**config.mk**
```make
export PLATFORM = sky130hd
export DESIGN_NAME = fan_timer_ctrl
export DESIGN_NICKNAME = d
export VERILOG_FILES = /design/src/rtl/fan_timer_ctrl.sv
export SDC_FILE = /design/constraint.sdc
export NUM_CORES = 1
export LEC_CHECK = 0
export ABC_AREA = 1
export CAP_MARGIN = 20
export CORE_ASPECT_RATIO = 1.4
export CORE_MARGIN = 2
export CORE_UTILIZATION = 39
export DETAILED_ROUTE_END_ITERATION = 12
export PLACE_DENSITY = 0.57
export SLEW_MARGIN = 5
export SYNTH_ARGS = -nofsm -noshare
export SYNTH_HDL_FRONTEND = slang
export SYNTH_SLANG_ARGS = --single-unit
```
**constraint.sdc**
```tcl
create_clock -name clk -period 4.39 [get_ports clk]
set_input_delay 0.878 -clock clk [delete_from_list [all_inputs] [get_ports clk]]
set_output_delay 0.878 -clock clk [all_outputs]
set_load 0.1 [all_outputs]
```
**src/rtl/fan_timer_ctrl.sv**
```systemverilog
// -----------------------------------------------------------------------------
// fan_timer_ctrl
//
// Off-delay scheduler for the fan. A btn_timer pulse selects the next preset
// (01/05/10/30/60 min) and (re)arms a BCD mm:ss countdown. The countdown is
// decremented once per second, using a prescaler running on clk. At expiry a
// one-cycle fan_off_req pulse is issued to the fan speed controller.
//
// Optional feature: define FAN_TIMER_WARN_EN to build the final-10-second
// warning. When the macro is undefined, warn is tied low.
//
// Parameters
//   TICKS_PER_SEC  clk cycles per one-second tick (>= 2)
//
// Ports
//   clk           system clock
//   reset_p       asynchronous, active-high reset
//   btn_timer     one-cycle pulse: advance preset and (re)arm
//   btn_cancel    one-cycle pulse: disarm
//   fan_on        level: fan is running; dropping it disarms
//   min_10..sec_1 remaining time, BCD digits
//   preset_idx    0 = none, 1..5 = 01/05/10/30/60 min
//   timer_active  high while counting (RUN)
//   fan_off_req   one-cycle expiry pulse (EXPIRE)
//   warn          final-10-second warning (registered)
//   state_dbg     current FSM state encoding, for observation
//
// Handshake: there is no valid/ready pair here. btn_timer and btn_cancel are
// single-cycle strobes, each sampled on the rising clk edge with no
// backpressure. fan_off_req is a single-cycle strobe the consumer must accept
// on the cycle it is high.
// -----------------------------------------------------------------------------
module fan_timer_ctrl #(
   parameter int TICKS_PER_SEC = 125_000_000
) (
   input  logic       clk,
   input  logic       reset_p,
   input  logic       btn_timer,
   input  logic       btn_cancel,
   input  logic       fan_on,
   output logic [3:0] min_10,
   output logic [3:0] min_1,
   output logic [3:0] sec_10,
   output logic [3:0] sec_1,
   output logic [2:0] preset_idx,
   output logic       timer_active,
   output logic       fan_off_req,
   output logic       warn,
   output logic [1:0] state_dbg
);

   localparam int PW = $clog2(TICKS_PER_SEC);
   localparam logic [PW-1:0] PRESC_LAST = PW'(TICKS_PER_SEC - 1);

   typedef enum logic [1:0] {
      ST_IDLE   = 2'd0,
      ST_RUN    = 2'd1,
      ST_EXPIRE = 2'd2
   } state_t;

   state_t        state, state_nxt;
   logic [PW-1:0] presc, presc_nxt;
   logic [2:0]    preset, preset_nxt;
   // Packed as {min_10, min_1, sec_10, sec_1}.
   logic [15:0]   digits, digits_nxt;
   logic          sec_tick;

   // Full load value for each preset.
   function automatic logic [15:0] preset_digits(input logic [2:0] idx);
      logic [15:0] d;
      case (idx)
         3'd1:    d = 16'h0100;
         3'd2:    d = 16'h0500;
         3'd3:    d = 16'h1000;
         3'd4:    d = 16'h3000;
         3'd5:    d = 16'h6000;
         default: d = 16'h0000;
      endcase
      return d;
   endfunction

   // One-second BCD decrement with borrow. sec_10 wraps to 5, other digits
   // to 9. 00:00 is never decremented because 00:01 expires instead, so the
   // final min_10 borrow cannot underflow.
   function automatic logic [15:0] bcd_dec(input logic [15:0] d);
      logic [3:0] m10, m1, s10, s1;
      m10 = d[15:12];
      m1  = d[11:8];
      s10 = d[7:4];
      s1  = d[3:0];
      if (s1 != 4'd0) begin
         s1 = s1 - 4'd1;
      end else begin
         s1 = 4'd9;
         if (s10 != 4'd0) begin
            s10 = s10 - 4'd1;
         end else begin
            s10 = 4'd5;
            if (m1 != 4'd0) begin
               m1 = m1 - 4'd1;
            end else begin
               m1 = 4'd9;
               if (m10 != 4'd0) begin
                  m10 = m10 - 4'd1;
               end
            end
         end
      end
      return {m10, m1, s10, s1};
   endfunction

   assign sec_tick = (state == ST_RUN) && (presc == PRESC_LAST);

   // State and datapath registers.
   always_ff @(posedge clk or posedge reset_p) begin
      if (reset_p) begin
         state  <= ST_IDLE;
         presc  <= '0;
         preset <= 3'd0;
         digits <= 16'h0000;
      end else begin
         state  <= state_nxt;
         presc  <= presc_nxt;
         preset <= preset_nxt;
         digits <= digits_nxt;
      end
   end

   // Next-state and datapath. The prescaler defaults to 0 so that every
   // reload, cancel and non-RUN cycle restarts the second from scratch.
   always_comb begin
      state_nxt  = state;
      presc_nxt  = '0;
      preset_nxt = preset;
      digits_nxt = digits;
      case (state)
         ST_IDLE: begin
            if (btn_timer && fan_on && !btn_cancel) begin
               state_nxt  = ST_RUN;
               preset_nxt = 3'd1;
               digits_nxt = preset_digits(3'd1);
            end
         end
         ST_RUN: begin
            if (btn_cancel || !fan_on) begin
               state_nxt  = ST_IDLE;
               preset_nxt = 3'd0;
               digits_nxt = 16'h0000;
            end else if (btn_timer) begin
               if (preset < 3'd5) begin
                  preset_nxt = preset + 3'd1;
                  digits_nxt = preset_digits(preset + 3'd1);
               end else begin
                  state_nxt  = ST_IDLE;
                  preset_nxt = 3'd0;
                  digits_nxt = 16'h0000;
               end
            end else begin
               presc_nxt = sec_tick ? '0 : presc + PW'(1);
               if (sec_tick) begin
                  if (digits == 16'h0001) begin
                     digits_nxt = 16'h0000;
                     state_nxt  = ST_EXPIRE;
                  end else begin
                     digits_nxt = bcd_dec(digits);
                  end
               end
            end
         end
         ST_EXPIRE: begin
            // Inputs are ignored for this single cycle.
            state_nxt  = ST_IDLE;
            preset_nxt = 3'd0;
            digits_nxt = 16'h0000;
         end
         default: begin
            state_nxt  = ST_IDLE;
            preset_nxt = 3'd0;
            digits_nxt = 16'h0000;
         end
      endcase
   end

`ifdef FAN_TIMER_WARN_EN
   // Registered from next-state values so warn changes on the same edge as
   // the digits it describes: high in RUN at or below 00:10.
   logic warn_q;
   logic warn_nxt;

   always_comb begin
      warn_nxt = (state_nxt == ST_RUN) &&
                 (digits_nxt[15:8] == 8'h00) &&
                 ((digits_nxt[7:4] == 4'd0) || (digits_nxt[7:0] == 8'h10));
   end

   always_ff @(posedge clk or posedge reset_p) begin
      if (reset_p) begin
         warn_q <= 1'b0;
      end else begin
         warn_q <= warn_nxt;
      end
   end

   assign warn = warn_q;
`else
   assign warn = 1'b0;
`endif

   assign min_10       = digits[15:12];
   assign min_1        = digits[11:8];
   assign sec_10       = digits[7:4];
   assign sec_1        = digits[3:0];
   assign preset_idx   = preset;
   assign timer_active = (state == ST_RUN);
   assign fan_off_req  = (state == ST_EXPIRE);
   assign state_dbg    = state;

endmodule

```
* Word-level counts from Yosys, hierarchy flattened
Index checks and enable logic that the tools add are counted.
** Word-level totals
- Register bits after elaboration :: 48
- Bits of input ports :: 5
- Output and inout bits :: 24
- Word-level logic and storage cells :: 83
** Cells by class
- $add $sub $neg :: 6
- Order comparisons :: 1
- Equal/unequal tests :: 18
- Muxes and demuxes :: 34
- Reductions and logical operators :: 17
** Operator list (count)
- $mux W27 :: 4
- $mux W16 :: 6
- $pmux W15 S5 :: 1
- $mux W4 :: 10
- $pmux W16 S2 :: 1
- $add A27 B1 Y27 const B :: 1
- $eq A27 B27 Y1 const B :: 1
- $eq A16 B1 Y1 const B :: 1
- $reduce_bool A4 Y1 :: 4
- $sub A4 B1 Y4 const B :: 4
- $ne A5 B5 Y1 const B :: 3
- $mux W2 :: 6
- $mux W3 :: 4
- $ne A4 B2 Y1 const B :: 2
- $reduce_and A4 Y1 :: 2
- $eq A3 B2 Y1 const B :: 2
- $eq A3 B3 Y1 const B :: 2
- $pmux W3 S2 :: 1
- $reduce_and A6 Y1 :: 1
- $ne A5 B2 Y1 const B :: 1
- $ne A4 B4 Y1 const B :: 1
- $pmux W2 S2 :: 1
- $reduce_and A2 Y1 :: 2
- $add A3 B1 Y3 const B :: 1
- 11 further kinds :: 14

* Logic depth before layout (Yosys ltp)
- Depth after elaboration :: 10
- Mapped depth :: 11
- Depth with buffers taken out :: 11

* Worst setup path after synthesis
OpenSTA, ideal clock, no wires.
- Path kind :: flip-flop to output port
- Start :: register state[1], in the netlist state_dbg[1]
- End :: output fan_off_req
- Data arrival time :: 2358 ps
- Required time :: 3512 ps
- Setup slack :: 1154 ps
- Cell stages (with the launch flop) :: 3
- Path buffers :: 0
- Path through :: dfrtp_1 > inv_2 > nor2_1
** Between the ends
- Longest elaborated chain between the ends :: 1
** RTL lines
- start, declared :: RTL line 61 : state_t state, state_nxt;
- start signal, assigned :: RTL line 122 : state <= state_nxt;
- $eq A2 B2 Y1 :: RTL line 215 : assign fan_off_req = (state == ST_EXPIRE);
- end, declared :: RTL line 47 : output logic fan_off_req,
Every way passes these cells.

* Worst setup path after layout
- Start :: register state[1], in the netlist state_dbg[1]
- End :: output timer_active
** Between the ends
- Longest elaborated chain between the ends :: 1
** RTL lines
- $eq A2 B1 Y1 :: RTL line 214 : assign timer_active = (state == ST_RUN);
- end, declared :: RTL line 46 : output logic timer_active,
Every way passes these cells.

==> summary.txt <==
STA
  • Final Hold Fails: 0
  • Setup_tns: 0 ps
  • RSZ-0062 raised after global routing: no
  • Maximum clock frequency: roughly 330 MHz
  • Worst Max-Slew Pin Slew: 974 ps
  • Final Slew Violations: 0
  • Worst Skew: 6.17 ps
  • Final Setup Violations: 0
  • Hold_ws: 465 ps
  • Min Tclk post-route: 3040 ps
  • Setup ws final: 1350 ps
  • Final period util: between 60% and 70%
  • Slew margin rel.: between 30% and 40%

Outcome
  • Outcome: completed

Finish
  • Ant. Diodes: 0
  • NumNets Final: 486
  • Layout cells sized above 1: between 10 and 15%
  • Area growth from synthesis to layout: 17.1%

Floorplanning
  • Row Count: 39
  • Starting density of the core: slightly below 40%
  • Die width: 80.5 um
  • Die area: 8940 sq um
  • Top-level I/O count: 29
  • Die Ht: 111 um
  • Core box area: between 8000 and 9000 sq um

Critical path
  • Critical path, cell by cell: inv_2 -> nand2_2 -> inv_4 -> clkdlybuf4s50_1
  • Worst EP arrival: about 2200 ps
  • CP max FO: 6
  • CP Class: reg2out
  • Crit-path max cell delay: 1140 ps
  • Setup crit start kind: flip-flop
  • Crit. End Element: output pin
  • Slowest CP cell: clkdlybuf4s50_1
  • Req. time, crit path: roughly 3500 ps

CTS
  • TritonCTS Buffers: 5
  • Post-CTS Setup Inserts: 0
  • Max Root-Sink Buffers: 2
  • Clock-pin slew on the worst setup and hold paths: around 70 ps
  • Htree depth: 2
  • CTS Sinks: 48
  • CTS Root Buffer Type: clkbuf_16
  • Post-CTS Resized: 0
  • CTS tree: built
  • Worst skew pair latency: 300 ps
  • CTS Hold Bufs: 0

Synthesis
  • Gate Count Post-Synth: 438
  • Register area share after synthesis: 37.6%
  • Post-Syn Area: 3200 sq um
  • Xor/xnor cell area share of the yosys netlist: 3.56%
  • Syn nets: 454
  • Post-Syn Area per Cell: around 7.3 sq um
  • Dominant cell type by area after synthesis: dfrtp_1
  • Synth warn: 0
  • Area contributors post-synth: dfrtp_1, nand2_1, nor2_1
  • Synth top area share: 37.6%
  • Post-synth cell types: 39
  • Simple-gate area share of the yosys netlist: 38.8%
  • Largest family of logic cells by synthesized area: simple AND/OR/NAND/NOR gates
  • Seq cells post-synth: 48
  • Post-synthesis compound-gate area fraction: between 7 and 8%
  • Post-synthesis mux area share: 0%
  • Synth Area in Adders: 4.31%

Global routing
  • Initial antenna violation count: 0
  • GRT Overall Usage: 18.3%
  • Met1 usage: between 10% and 20%
  • Met2 usage: 33.7%
  • Wire length of the first global-routing pass: 12.9 mm
  • Busiest layer in global routing: met2
  • Total gr overflow: 0
  • Largest net degree at the start of global routing: 49
  • Vias in the first global route: 2914
  • Grt met3 use: 2.77%

Worst hold path
  • HP Class: reg2reg

Power
  • Max rail drop VDD: 0.000596 V
  • Power density over the cells: approximately 490 nW/um^2
  • Leakage power: 1.69 nW

Placed design
  • Worst slack, placed: 1680 ps
  • DPL Wire Length: around 5.6 mm
  • PortBufs: 27
  • GPL Wtd Cong: between 0.8 and 0.9

Detailed routing
  • Antenna viol nets, final: 0
  • DR vias: 2827
  • Vias/cell: approximately 4.9
  • DRC: 0
  • Drt total wl: 7.45 mm
  • Iter 0 DRT Violations: 107
  • Detailed-route wire length per cell: 13.0 um
  • Pre-antenna DRT Iters: 4

Run
  • MaxCap Viol Count: 0
==> state kept, by name (all words and copies together) (netlist names) <==
signal and count:
presc 27, state_dbg 2, digits 16, preset_idx 3
==> kinds of logic after synthesis <==
kind of cell,count (synthesis)
and+or+nand+nor,263
buffers and inverters,65
DFF,48
AOI/OAI and AO/OA,37
xor gates and xnor gates,13
adders and majority gates,11
other,1
==> cell usage after synthesis <==
master    number
nor3_1        12
buf_2          1
nor2_4         9
nand2_2        8
nor2_2         4
nand3_4        1
nand4_1        8
xnor2_1        6
o31ai_2        1
inv_4          2
nand2_1      123
buf_4          1
o211ai_2       1
o21ai_0       13
o31ai_1        2
and3_1         1
nor2_1        64
a21oi_4        2
clkinv_4       1
a21oi_2        1
inv_2          5
nor3b_1        1
ha_1          11
nand2_8        1
nand3_2        1
nand2_4        3
a31oi_1        2
xor2_1         7
or2_2          1
nor4_1         1
inv_1         54
buf_6          1
nand3b_1       1
conb_1         1
nand3_1       23
o21ai_1        1
nor2_8         1
dfrtp_1       48
a21oi_1       14
==> layout make-up <==
cell class	instances	area, sq um
clock buffers	6	139
inverters	62	243
multi-input cells	325	1730
flip-flops and latches	48	1200
fillers	827	4310
repair buffers	28	290
clock inverters	2	15.0
well taps	102	128
==> report_power, final <==
group	switching, mW	internal, mW	total, mW
Combinational	0.668	0.226	0.894
Clock	0.181	0.227	0.408
Sequential	0.0580	0.483	0.541
==> worst paths after layout <==
check,start,endpoint,slack [ps],cells past startpoint
setup / recovery,state_dbg[1],timer_active,1350,4
hold / removal,presc[0],presc[0],470,1
setup reg to reg,digits[8],digits[13],2540,9
hold reg to reg,presc[0],presc[0],470,1
max in group asynchronous,reset_p,presc[1],3040,3
min in group asynchronous,reset_p,presc[16],850,2
==> critical path: cells and delay by family (launching register included) <==
family | cells | cell delay (ps)
buffers and inverters | 3 | 1350
DFF | 1 | 430
and+or+nand+nor | 1 | 90
==> routing by layer <==
metal	routed length [um]	vias up
met1	3000	1327
met3	159	17
met4	234	0
met5	0	-
met2	4060	44
li1	-	1439
==> metrics by stage <==
stage / util, % / area, sq um / std cells / power [mW]
floorplan: - / 3200 / 438 / 1.25
global placement: 44.3 / 3570 / 564 / 1.44
detailed placement: 44.3 / 3570 / 564 / 1.45
CTS: 46.2 / 3720 / 572 / 1.86
global route: 46.5 / 3740 / 573 / 1.96
finish: 46.5 / 3740 / 573 / 1.84
==> cell usage in the layout (no fill, tap or decap), types with 11 or more instances in the layout <==
| cell | n |
|---|---|
| ha_1 | 11 |
| nor3_1 | 12 |
| nand3_1 | 23 |
| nand2_1 | 123 |
| clkdlybuf4s50_1 | 27 |
| inv_1 | 53 |
| a21oi_1 | 14 |
| nor2_1 | 64 |
| o21ai_0 | 13 |
| dfrtp_1 | 48 |
(Power assumes the default switching activity.)
